$ cat config.mk
export PLATFORM = sky130hd
export DESIGN_NAME = div_sched
export DESIGN_NICKNAME = d
export VERILOG_FILES = /design/src/rtl/div_sched.sv
export SDC_FILE = /design/constraint.sdc
export NUM_CORES = 1
export LEC_CHECK = 0
export ABC_AREA = 1
export BUFFER_PORTS_ARGS = -buffer_cell sky130_fd_sc_hd__clkbuf_2
export CAP_MARGIN = 10
export CORE_AREA = 2 2 230 232
export DETAILED_ROUTE_END_ITERATION = 16
export DIE_AREA = 0 0 232 234
export PLACE_DENSITY = 0.47
export SYNTH_ARGS = -nofsm -noshare
export SYNTH_HDL_FRONTEND = slang
export SYNTH_SLANG_ARGS = --single-unit
$ cat constraint.sdc
create_clock -name i_clk -period 5.5 [get_ports i_clk]
set_input_delay 0 -clock i_clk [delete_from_list [all_inputs] [get_ports i_clk]]
set_output_delay 0 -clock i_clk [all_outputs]
set_load 0.005 [all_outputs]
$ cat src/rtl/div_sched.sv
// rtl/div_sched.sv - round-robin scheduler sharing one pipelined signed divider among N requesters
// Optional feature macro: DIV_SCHED_DZ_EN (zero-divisor saturation of the returned quotient).
module div_sched #(
  parameter int WIDTH   = 48,
  parameter int N       = 4,
  parameter int DIV_LAT = WIDTH + 2
) (
  input  logic                 i_clk,
  input  logic                 i_rst,
  input  logic [N-1:0]         i_req_valid,
  input  logic [N*WIDTH-1:0]   i_req_x,
  input  logic [N*WIDTH-1:0]   i_req_y,
  output logic [N-1:0]         o_req_ready,
  output logic                 o_div_en,
  output logic [WIDTH-1:0]     o_div_x,
  output logic [WIDTH-1:0]     o_div_y,
  input  logic [WIDTH-1:0]     i_div_z,
  output logic [N-1:0]         o_res_valid,
  output logic [WIDTH-1:0]     o_res_z,
  output logic                 o_res_dz
);

  localparam int IDW = (N > 1) ? $clog2(N) : 1;

  logic [IDW-1:0]   rr_q, rr_d;
  logic [DIV_LAT-1:0] tag_v_q, tag_v_d;
  logic [IDW-1:0]   tag_id_q [DIV_LAT];
  logic [IDW-1:0]   tag_id_d [DIV_LAT];
  logic [N-1:0]     res_valid_q, res_valid_d;
  logic [WIDTH-1:0] res_z_q, res_z_d;

  logic             blocked;
  logic             grant;
  logic [IDW-1:0]   grant_idx;
  logic [IDW:0]     cand;

`ifdef DIV_SCHED_DZ_EN
  logic [DIV_LAT-1:0] tag_dz_q, tag_dz_d;
  logic [DIV_LAT-1:0] tag_sx_q, tag_sx_d;
  logic               res_dz_q, res_dz_d;
`endif

  // Round-robin pick: first valid requester at or after rr, suppressed in the blackout cycle and in reset.
  always_comb begin
    grant     = 1'b0;
    grant_idx = '0;
    cand      = '0;
    // An issue DIV_LAT-1 cycles ago sits in entry DIV_LAT-2 now; this cycle is its output-capture slot.
    blocked   = tag_v_q[DIV_LAT-2];
    for (int i = 0; i < N; i++) begin
      cand = {1'b0, rr_q} + (IDW+1)'(i);
      if (cand >= (IDW+1)'(N)) begin
        cand = cand - (IDW+1)'(N);
      end
      if (!grant && !blocked && !i_rst && i_req_valid[cand[IDW-1:0]]) begin
        grant     = 1'b1;
        grant_idx = cand[IDW-1:0];
      end
    end
  end

  // Grant fan-out to the requester handshake and the divider operands; rr advances past the winner.
  always_comb begin
    o_req_ready = '0;
    o_div_en    = grant;
    o_div_x     = '0;
    o_div_y     = '0;
    rr_d        = rr_q;
    if (grant) begin
      o_req_ready[grant_idx] = 1'b1;
      o_div_x = i_req_x[int'(grant_idx)*WIDTH +: WIDTH];
      o_div_y = i_req_y[int'(grant_idx)*WIDTH +: WIDTH];
      rr_d    = (grant_idx == IDW'(N-1)) ? '0 : grant_idx + IDW'(1);
    end
  end

  // Tag delay line: entry 0 takes the new issue, everything else shifts by one each cycle.
  always_comb begin
    tag_v_d     = {tag_v_q[DIV_LAT-2:0], grant};
    tag_id_d[0] = grant_idx;
    for (int i = 1; i < DIV_LAT; i++) begin
      tag_id_d[i] = tag_id_q[i-1];
    end
`ifdef DIV_SCHED_DZ_EN
    tag_dz_d = {tag_dz_q[DIV_LAT-2:0], grant && (o_div_y == '0)};
    tag_sx_d = {tag_sx_q[DIV_LAT-2:0], grant && o_div_x[WIDTH-1]};
`endif
  end

  // Retire: when the last tag entry is valid the divider output holds its quotient; capture and pulse the owner.
  always_comb begin
    res_valid_d = '0;
    res_z_d     = res_z_q;
`ifdef DIV_SCHED_DZ_EN
    res_dz_d    = res_dz_q;
`endif
    if (tag_v_q[DIV_LAT-1]) begin
      res_valid_d[tag_id_q[DIV_LAT-1]] = 1'b1;
      res_z_d = i_div_z;
`ifdef DIV_SCHED_DZ_EN
      res_dz_d = tag_dz_q[DIV_LAT-1];
      if (tag_dz_q[DIV_LAT-1]) begin
        // Saturate toward the sign of the dividend instead of trusting the divider's zero-divisor output.
        res_z_d = tag_sx_q[DIV_LAT-1] ? {1'b1, {(WIDTH-1){1'b0}}} : {1'b0, {(WIDTH-1){1'b1}}};
      end
`endif
    end
  end

  // State registers; reset drops every in-flight tag so no stale result pulses can follow.
  always_ff @(posedge i_clk) begin
    if (i_rst) begin
      rr_q        <= '0;
      tag_v_q     <= '0;
      res_valid_q <= '0;
      res_z_q     <= '0;
      for (int i = 0; i < DIV_LAT; i++) begin
        tag_id_q[i] <= '0;
      end
`ifdef DIV_SCHED_DZ_EN
      tag_dz_q <= '0;
      tag_sx_q <= '0;
      res_dz_q <= 1'b0;
`endif
    end else begin
      rr_q        <= rr_d;
      tag_v_q     <= tag_v_d;
      res_valid_q <= res_valid_d;
      res_z_q     <= res_z_d;
      for (int i = 0; i < DIV_LAT; i++) begin
        tag_id_q[i] <= tag_id_d[i];
      end
`ifdef DIV_SCHED_DZ_EN
      tag_dz_q <= tag_dz_d;
      tag_sx_q <= tag_sx_d;
      res_dz_q <= res_dz_d;
`endif
    end
  end

  assign o_res_valid = res_valid_q;
  assign o_res_z     = res_z_q;
`ifdef DIV_SCHED_DZ_EN
  assign o_res_dz    = res_dz_q;
`else
  assign o_res_dz    = 1'b0;
`endif

endmodule
* Word level (Yosys, flattened, before mapping) *
Memory sizes are Yosys's and may differ from the RTL's.
Cells that the tools add are included.

word-level totals
  register bits = 104
  bits in latches = 0
  RAM bits = 100
  memory bits (read-only) = 0
  input port bits = 438
  logic and storage cells = 180
  memories = 1

cells by class
  add/subtract/negate cells = 8
  $mul = 1
  divide/modulo/power cells = 0
  $lt $le $gt $ge = 12
  equal/unequal tests = 1
  shift operators = 2
  mux-type cells = 81
  bitwise logic cells = 51
  reductions and logical operators = 19

memory list
  memory    words  width  rd ports  clocked after Yosys merged registers in  write ports  RTL line  RTL
  tag_id_q  50     2      50        0                                        50           27        logic [IDW-1:0] tag_id_q [DIV_LAT];

operators with widths
  kind                                                                          count
  192-bit by 32-bit variable part select with 48-bit output                     1
  192-bit by 9-bit variable part select with 48-bit output                      1
  2-bit two-way mux                                                             59
  48-bit two-way mux                                                            2
  1-bit OR                                                                      50
  2-bit by 3-bit less-than comparator with 1-bit output, second input constant  6
  1-bit logical AND                                                             13
  1-bit two-way mux                                                             13
  3-bit >= comparator, second input constant                                    3
  1-bit binary-select mux with 2-bit select                                     4
  2-bit by 1-bit subtractor with 2-bit output, second input constant            4
  2-bit by 2-bit adder with 3-bit output, second input constant                 2
  1-bit logical NOT                                                             5
  1-bit demux with 2-bit select                                                 2
  2-bit by 1-bit >= comparator with 1-bit output, second input constant         2
  2-bit by 2-bit multiplier with 4-bit output, second input constant            1
  4-bit two-way mux                                                             1
  2-bit by 1-bit adder with 3-bit output, second input constant                 1
  2-bit by 3-bit >= comparator with 1-bit output, second input constant         1
  2-bit by 1-bit adder with 2-bit output, second input constant                 1
  2-bit == test, second input constant                                          1
  2-bit OR reduction                                                            1
  1-bit inverter                                                                1

* Logic depth before layout (Yosys ltp) *
Gate-level depths: netlist (run 1).

  word-level depth = 26
  mapped depth = 17
  gate-level depth less buffers = 14

* Least setup slack after synthesis (run 1) *
Ideal clock, no wire load.

  path kind = register to register
  from = register rr_q[0]
  to = register rr_q[1]
  setup time = 0.119 ns
  data arrival time = 1.987 ns
  slack = 3.394 ns
  stages on the path, launching flop included = 18
  buffers on the path = 3
  period minus slack after synthesis = 2.106 ns
  cell sequence = dfxtp_1 -> inv_2 -> buf_6 -> nand2_1 -> nand3_1 -> nand2_2 -> nand2_2 -> nor2_2 -> nand2_1 -> o21ai_1 -> nand2_1 -> clkinv_1 -> nand2_1 -> buf_6 -> buf_4 -> ha_1 -> o21ai_0 -> a21oi_1

between the ends
  cells in the longest elaborated chain, start to end = 23

ends and longest elaborated chain
  element                                                                                                        RTL line  RTL
  start: declaration                                                                                             25        logic [IDW-1:0] rr_q, rr_d;
  start signal: assignment                                                                                       126       rr_q <= rr_d;
  2-bit by 3-bit >= comparator with 1-bit output or 2-bit by 1-bit subtractor with 2-bit output (tied branches)  52, 53
  2-bit two-way mux                                                                                              52        if (cand >= (IDW+1)'(N)) begin
  1-bit binary-select mux with 2-bit select                                                                      55        if (!grant && !blocked && !i_rst && i_req_valid[cand[IDW-1:0]]) begin
  1-bit two-way mux (not written as such)                                                                        55
  1-bit logical AND                                                                                              55
  1-bit two-way mux                                                                                              55
  1-bit logical NOT                                                                                              55
  1-bit logical AND (3 in a row)                                                                                 55
  1-bit two-way mux                                                                                              55
  1-bit logical NOT                                                                                              55
  1-bit logical AND (3 in a row)                                                                                 55
  1-bit two-way mux                                                                                              55
  1-bit logical NOT                                                                                              55
  1-bit logical AND (3 in a row)                                                                                 55
  2-bit two-way mux                                                                                              55
  2-bit by 1-bit adder with 2-bit output or 2-bit == test (tied branches)                                        73        rr_d = (grant_idx == IDW'(N-1)) ? '0 : grant_idx + IDW'(1);
  2-bit two-way mux                                                                                              73

Parallel ways exist; a longest one is shown, timed or not. The select of a mux whose other input is x is not followed.
A chain may end at the register's enable or synchronous reset.

* Worst setup path in the final report (run 1) *
  from = register rr_q[0]
  to = output port o_div_y[14]

between the ends
  cells in the longest elaborated chain, start to end = 24

ends and longest elaborated chain
  element                                                                                                        RTL line  RTL
  2-bit by 3-bit >= comparator with 1-bit output or 2-bit by 1-bit subtractor with 2-bit output (tied branches)  52, 53
  2-bit two-way mux                                                                                              52
  1-bit binary-select mux with 2-bit select                                                                      55
  1-bit two-way mux (not written as such)                                                                        55
  1-bit logical AND                                                                                              55
  1-bit two-way mux                                                                                              55
  1-bit logical NOT                                                                                              55
  1-bit logical AND (3 in a row)                                                                                 55
  (+2 left out)                                                                                                  --
  1-bit logical AND (3 in a row)                                                                                 55
  1-bit two-way mux                                                                                              55
  1-bit logical NOT                                                                                              55
  1-bit logical AND (3 in a row)                                                                                 55
  2-bit two-way mux                                                                                              55
  2-bit by 2-bit multiplier with 4-bit output                                                                    72        o_div_y = i_req_y[int'(grant_idx)*WIDTH +: WIDTH];
  192-bit by 9-bit variable part select with 48-bit output                                                       72
  48-bit two-way mux *                                                                                           69        if (grant) begin
  end: declaration                                                                                               16        output logic [WIDTH-1:0] o_div_y,

Mark *: on every way between the ends. The rest lies on a longest branch, timed or not. The select of a mux whose other input is x is not followed.

==> results.md, run 1 <==
- Status: complete, no violations
- Sequential power share: 18.2%
- Final instance area: 15,800 um^2
- Pleak: 8.63 nW
- Global placer's final weighted congestion: 0.980
- Routed Antenna Nets: 0
- Initial Util: 21.8%
- Worst-Skew Late Latency: 0.50 ns
- EDFF count, synth: 0
- Layout area overhead: 39.9%
- Critical Path AT: 4.25 ns
- Hold WS: 0.122 ns
- DR iter-0 viols: 1,225
- Max clock buf depth: 3
- Mapped Nets: 2,286
- NumNets Final: 2,831
- Clock Pin Slew Worst Setup and Hold Paths: 0.06 ns
- # port buffers: 590
- Post-CTS Setup Bufs: 0
- Cell Count, Final, Fillers Out: 3,097
- Boundary Pins: 592
- Finished Core Util: 30.4%
- Setup CP Type: register to output port
- Vias in the first global route: 12.9k
- Post-Route Setup TNS: 0 ns
- Sw Share: 51.9%
- H-tree depth: 1
- Post-synth top flop: dfxtp_1
- Vias: 13.7k
- Int Pwr: 4.05 mW
- Layout Skew: 0.0201 ns
- Clock buffer count from CTS: 23
- First-pass GRT wire length: 76,900 um
- Cell Area, Synth: 11,300 um^2
- DIE AREA: 54,300 um^2
- Clock power share: 16.7%
- Max-cap viol count: 0
- Vias per cell: 4.44
- Initial antenna violation count: 9
- RSZ-0062 raised after global routing: no
- Slew Limit Headroom: 36.2%
- Worst Path Required: 5.50 ns
- Psw: 4.37 mW
- DIE HEIGHT: 234 um
- Clock root buffer: clkbuf_16
- CTS sink count: 204
- Drt total wl: 53,200 um
- Register area share after synthesis: 36.1%
- Mapped Cells: 1,847
- Rows: 84
- Synth Area per Inst: 6.13 um^2
- Placed cell count: 3,006
- Core Region: 52,000 um^2
- Min Tclk post-route: 4.25 ns
- Layout cell share with drive strength beyond 1: 27.7%
- HPWL Detailed: 41,300 um
- Type of the tightest min-delay check: input port to register
- CP Launch Type: register
- Post-route DRC: 0
- Die width: 232 um
- Synthesis-stage register bit count: 204
- CTS tree: done
- Hold-fix buffers, CTS: 49
- Max frequency: 0.235 GHz
- Fin crit share: 77.3%
- Asr flop ratio synth: 0%
- Power Density: 531 nW/um^2
- Placed cell areas: 14,600 um^2
- Post-synth cell types: 26
- Logic pwr share: 65.0%
- Least-Margin Pin Slew: 0.958 ns
- Pin count of the biggest net entering global routing: 102
- Fin. max-slew vios: 0
- 1st-pass router iterations: 5
- Overflow after GRT: 0
- Critical path fanouts, max: 91
- Synth Warn #: 0
- Total track usage: 18.5%
- Worst setup EP type: output port
- Final Hold Viols: 0
- Cts repair resizes: 0
- Drt wl/cell: 17.2 um
- Final Setup Violations: 0
- Max rail drop VDD: 0.285 mV
## synth_stat cells (5+ instances only)
cell type | instances | area share, %
o21ai_0 | 49 | 2.2
inv_1 | 351 | 12
nand3_1 | 474 | 21
clkbuf_1 | 40 | 1.3
buf_4 | 14 | 0.93
buf_2 | 77 | 3.4
a21oi_1 | 93 | 4.1
nor2_1 | 252 | 8.4
dfxtp_1 | 204 | 36
nor3_1 | 5 | 0.22
nand2_1 | 253 | 8.4
buf_6 | 11 | 1.1
## layout by cell type (no fill, tap or decap), drive strengths merged, types with 3 or more instances in the layout
cell type and n:
nor2 255, clkbuf 625, inv 355, dlygate4sd3 49, diode 3, nand2 256, buf 27, clkinv 4
a21oi 93, nor3 6, dfxtp 204, nand3 475, nand4 3, o21ai 51
## power groups by stage
| stage | Clock (mW) | Combinational, mW | Sequential [mW] |
|---|---|---|---|
| 6_report | 1.41 | 5.47 | 1.53 |
| 5_1_grt | 1.53 | 5.97 | 1.54 |
| 4_1_cts | 1.46 | 5.51 | 1.53 |
| 3_5_place_dp | 0 | 5.46 | 1.57 |
| 2_1_floorplan | 0 | 3.31 | 1.55 |
| 3_3_place_gp | 0 | 5.47 | 1.57 |
## cell type report
type	instances	area, um^2
clock buffer	36	684
fill	5955	36200
inverter	357	1350
clock inverter	3	21.3
antenna	3	7.51
multi-input combinational	1141	5150
timing repair buffer	665	3680
sequential	204	4080
tap	688	861
## path summary, 6_finish.rpt
| check | cells past startpoint | startpoint | slack, ns | end |
|---|---|---|---|---|
| worst max register to register | 11 | rr_q[0]$_SDFFE_PP0P_ | 2.10 | rr_q[0]$_SDFFE_PP0P_ |
| worst min register to register | 2 | tag_v_q[46]$_SDFF_PP0_ | 0.39 | tag_v_q[47]$_SDFF_PP0_ |
| worst max-delay path | 15 | rr_q[0]$_SDFFE_PP0P_ | 1.25 | o_div_y[14] |
| worst min-delay path | 7 | i_req_valid[3] | 0.12 | tag_v_q[0]$_SDFF_PP0_ |
## logic make-up after synthesis
group / after synthesis / share of synthesized area, %
DFF: 204 / 36.1
other: 1 / 0.0331
and+or+nand+nor: 995 / 38.6
AOI/OAI and AO/OA: 144 / 6.40
buffers and inverters: 502 / 18.7
adders and majority gates: 1 / 0.111
## critical path, stage by stage, from the launching register on
cell,delay [ns]
dfxtp_1,0.69
inv_2,0.26
nand2_1,0.12
nand2_1,0.13
nand2_1,0.11
nand2_2,0.08
nor2_2,0.15
nand2_1,0.06
o21ai_1,0.08
nand2_1,0.09
clkinv_1,0.09
nand2_4,0.30
inv_6,0.66
nand2_1,0.11
a21oi_1,0.49
clkbuf_2,0.22
## metrics by stage
step	total power [mW]	setup WS, ns
2_1_floorplan	4.86	3.39
6_report	8.41	1.25
4_1_cts	8.51	1.19
3_5_place_dp	7.03	1.75
3_3_place_gp	7.03	1.69
5_1_grt	9.04	0.957
## flip-flops by register name, indices dropped and copies added, names as in the netlist
name         count
tag_id_q       100
tag_v_q         50
o_res_z         48
o_res_valid      4
rr_q             2
## per-layer routing
metal  global-route usage, %  vias up  wire length [um]
met2                    29.5      639             24500
met1                    25.3     6202             23000
met5                       0        -                38
met4                    5.49        6              1720
li1                        -     6798                 -
met3                    3.33       92              4030
(Power assumes the default switching activity.)
==> run 2, diff against run 1 <==
Settings changed: ABC_AREA 1 to 0, CORE_AREA 2 2 230 232 to 2 2 231 233, DIE_AREA 0 0 232 234 to 0 0 233 235, PLACE_DENSITY 0.47 to 0.45.
Clock period 5.5 ns to 4.3 ns, I/O delays scaled along.
==> run 2 against run 1 <==
Count of clock-buffer cells in the layout down 10; die area rose by 0.86%; synthesized cell count is 28% lower; clock skew decreased by 0.0094 ns; routed wire length decreased by 2.6%; utilization shrank 0.38 points; critical endpoint is now o_div_x[6].
==> results.md, run 2 <==
- Status: complete, no violations (unchanged)
- Max rail drop VDD: 0.223 mV (was 0.285 mV)
- Final instance area: 15,700 um^2 (was 15,800 um^2)
- CTS tree: done (unchanged)
- Post-synth cell types: 33 (was 26)
- Setup CP Type: register to output port (unchanged)
- Clock power share: 37.2% (was 16.7%)
- Boundary Pins: 592 (unchanged)
- CTS sink count: 204 (unchanged)
- Post-route DRC: 0 (unchanged)
- Reg-to-reg endpoint: rr_q[1]$_SDFFE_PP0P_ (was rr_q[0]$_SDFFE_PP0P_)
- Top reg by flops: tag_id_q (unchanged)
- Commonest non-fill, non-tap cell in the layout: clkbuf_2 (unchanged)
- HPWL Detailed: 37,300 um (was 41,300 um)
- Vias per cell: 4.75 (was 4.44)
- RR Startpoint: tag_v_q[48]$_SDFF_PP0_ (was rr_q[0]$_SDFFE_PP0P_)
- Logic pwr share: 24.6% (was 65.0%)
- Max FFs per register: 100 (unchanged)
- Fin crit share: 79.3%
- Vias: 12.3k (was 13.7k)
- Mapped Nets: 1,769 (was 2,286)
- Sw Share: 30.2% (was 51.9%)
- Worst Path Required: 4.30 ns (was 5.50 ns)
- Slew Limit Headroom: 27.7% (was 36.2%)
- DR iter-0 viols: 1,053 (was 1,225)
- Critical Path AT: 3.41 ns (was 4.25 ns)
- Final Setup Violations: 0 (unchanged)
- First-pass GRT wire length: 74,900 um (was 76,900 um)
- Cts repair resizes: 0 (unchanged)
- Max clock buf depth: 3 (unchanged)
- Layout area overhead: 44.9% (was 39.9%)
- DIE AREA: 54,800 um^2 (was 54,300 um^2)
- Post-synth top flop: dfxtp_1 (unchanged)
- R2r worst-path depth: 9 (was 11)
- Count leader, synth: dfxtp_1 (was nand3_1)
- Min Tclk post-route: 3.41 ns
- Worst-Skew Late Latency: 0.51 ns (was 0.50 ns)
- Synth Warn #: 0 (unchanged)
- Die width: 233 um (was 232 um)
- RSZ-0062 raised after global routing: no (unchanged)
- WHS Endpoint: o_res_z[4]$_SDFFE_PP0P_ (was tag_v_q[0]$_SDFF_PP0_)
- Fin. max-slew vios: 0 (unchanged)
- Drt wl/cell: 20.1 um (was 17.2 um)
- Rows: 84 (unchanged)
- Mapped Cells: 1,330 (was 1,847)
- Max-cap viol count: 0 (unchanged)
- DIE HEIGHT: 235 um (was 234 um)
- Initial Util: 20.8% (was 21.8%)
- Vias in the first global route: 12.0k (was 12.9k)
- Drt total wl: 51,900 um (was 53,200 um)
- Hold WS: 0.267 ns (was 0.122 ns)
- Overflow after GRT: 0 (unchanged)
- Synth top cells by count: 204 x dfxtp_1, 190 x a21oi_1, 187 x a31oi_1, 187 x nand3_1 (was 474 x nand3_1, 351 x inv_1, 253 x nand2_1)
- Pin count of the biggest net entering global routing: 193 (was 102)
- Post-synth top area share: 37.7% (was 36.1%)
- Post-Route Setup TNS: 0 ns (unchanged)
- EDFF count, synth: 0 (unchanged)
- Sequential power share: 38.3% (was 18.2%)
- Commonest non-fill, non-tap cells in the layout: 589 x clkbuf_2, 203 x dfxtp_1, 190 x a21oi_1, 187 x nand3_1, 187 x a31oi_1 (was 589 x clkbuf_2, 474 x nand3_1, 350 x inv_1, 251 x nor2_1, 250 x nand2_1)
- Core Region: 52,200 um^2 (was 52,000 um^2)
- Layout cell share with drive strength beyond 1: 34.6% (was 27.7%)
- Flop2flop setup slack: 1.57 ns (was 2.10 ns)
- Routed Antenna Nets: 0 (unchanged)
- Setup ws final: 0.888 ns (was 1.25 ns)
- Clock root buffer: clkbuf_16 (unchanged)
- Global placer's final weighted congestion: 0.979 (was 0.980)
- Finished Core Util: 30.1% (was 30.4%)
- Initial antenna violation count: 18 (was 9)
- CP Launch Type: register (unchanged)
- Synth area leader: dfxtp_1 (unchanged)
- Placed cell count: 2,454 (was 3,006)
- Cell Area, Synth: 10,800 um^2 (was 11,300 um^2)
- Max frequency: 0.293 GHz
- Total power: 4.97 mW (was 8.41 mW)
- WHS Path Cells: 4 (was 7)
- Layout Skew: 0.0107 ns (was 0.0201 ns)
- Worst setup EP type: output port (unchanged)
- Psw: 1.50 mW (was 4.37 mW)
- Synthesis-stage register bit count: 204 (unchanged)
- 1st-pass router iterations: 5 (unchanged)
- Least-Margin Pin Slew: 1.08 ns (was 0.958 ns)
- Asr flop ratio synth: 0% (unchanged)
- NumNets Final: 2,310 (was 2,831)
- Register area share after synthesis: 37.7% (was 36.1%)
- H-tree depth: 1 (unchanged)
- Power Density: 317 nW/um^2 (was 531 nW/um^2)
- Critical path fanouts, max: 48 (was 91)
- Total track usage: 17.7% (was 18.5%)
- Clock buffer count from CTS: 22 (was 23)
- Min-Delay Startpoint: i_div_z[4] (was i_req_valid[3])
- Cell Count, Final, Fillers Out: 2,584 (was 3,097)
- Post-CTS Setup Bufs: 0 (unchanged)
- Hold-fix buffers, CTS: 81 (was 49)
- Placed cell areas: 14,100 um^2 (was 14,600 um^2)
- # port buffers: 590 (unchanged)
- Int Pwr: 3.47 mW (was 4.05 mW)
- Clock Pin Slew Worst Setup and Hold Paths: 0.06 ns (about the same)
- Dpl ws: 1.25 ns (was 1.75 ns)
- Synth top area cells: dfxtp_1 38%, mux2i_1 14%, a31oi_1 11% (was dfxtp_1 36%, nand3_1 21%, inv_1 12%)
- Type of the tightest min-delay check: input port to register (unchanged)
- Pleak: 7.42 nW (was 8.63 nW)
- Synth Area per Inst: 8.15 um^2 (was 6.13 um^2)
- Final Hold Viols: 0 (unchanged)
run 2: changes by cell type after synthesis, sizes merged, moves of 151 or more:
| cell | previous run | this run |
|---|---|---|
| nor2 | 255 | 55 |
| a31oi | 0 | 187 |
| inv | 355 | 3 |
| mux2i | 0 | 151 |
| nor2b | 0 | 151 |
| nand3 | 475 | 187 |
| nand2 | 256 | 2 |
run 2: layout make-up:
cell class | count | area (um^2)
inverter | 3 | 11.3
sequential | 204 | 4090
antenna | 10 | 25.0
fill | 5626 | 36500
tap | 688 | 861
clock buffer | 26 | 597
timing repair buffer | 686 | 3980
clock inverter | 13 | 125
multi-input combinational | 954 | 6020
run 2: how the worst max path moves through the flow:
stage	start	end	slack, ns	cells after the start
floorplan	rr_q[0]$_SDFFE_PP0P_	rr_q[1]$_SDFFE_PP0P_	2.16	11
finish	rr_q[1]$_SDFFE_PP0P_	o_div_x[6]	0.89	7
detailed placement	tag_v_q[48]$_SDFF_PP0_	o_div_x[4]	1.25	8
CTS	tag_v_q[48]$_SDFF_PP0_	o_div_x[4]	0.69	8
global route	rr_q[1]$_SDFFE_PP0P_	o_div_x[6]	0.70	7
global placement	tag_v_q[48]$_SDFF_PP0_	o_div_x[6]	1.22	8
run 2: power groups by stage:
stage	sequential (mW)	combinational [mW]	clock [mW]
2_1_floorplan	1.94	0.632	0
3_3_place_gp	1.95	1.19	0
3_5_place_dp	1.95	1.19	0
4_1_cts	1.90	1.22	1.93
5_1_grt	1.90	1.32	2.01
6_report	1.90	1.22	1.85
run 2: cell families after synthesis:
family                   after synthesis  synth area share (%)
flip-flops                           204                  37.7
other                                  1                0.0346
AO/OA/AOI/OAI                        384                  20.1
AND/OR/NAND/NOR                      416                  20.8
buffers and inverters                172                  7.18
adder cells (fa/ha/maj)                1                 0.115
multiplexers                         152                  14.1
run 2: routing by layer:
metal | vias to the layer above | global-route usage [%] | share of wire, %
met4 | 16 | 6.52 | 3.2
met5 | - | 0 | 0.24
met2 | 578 | 29.1 | 47
met3 | 102 | 4.55 | 8.0
li1 | 5885 | - | -
met1 | 5704 | 22.1 | 41
run 2: worst max-delay path, cell delays in order, from the launching register on:
cell and delay (ns):
dfxtp_1 0.66, a21oi_1 0.13, o311a_1 0.30, o221ai_1 0.09
and2_4 0.47, buf_12 0.34, mux2i_1 0.63, clkbuf_2 0.23
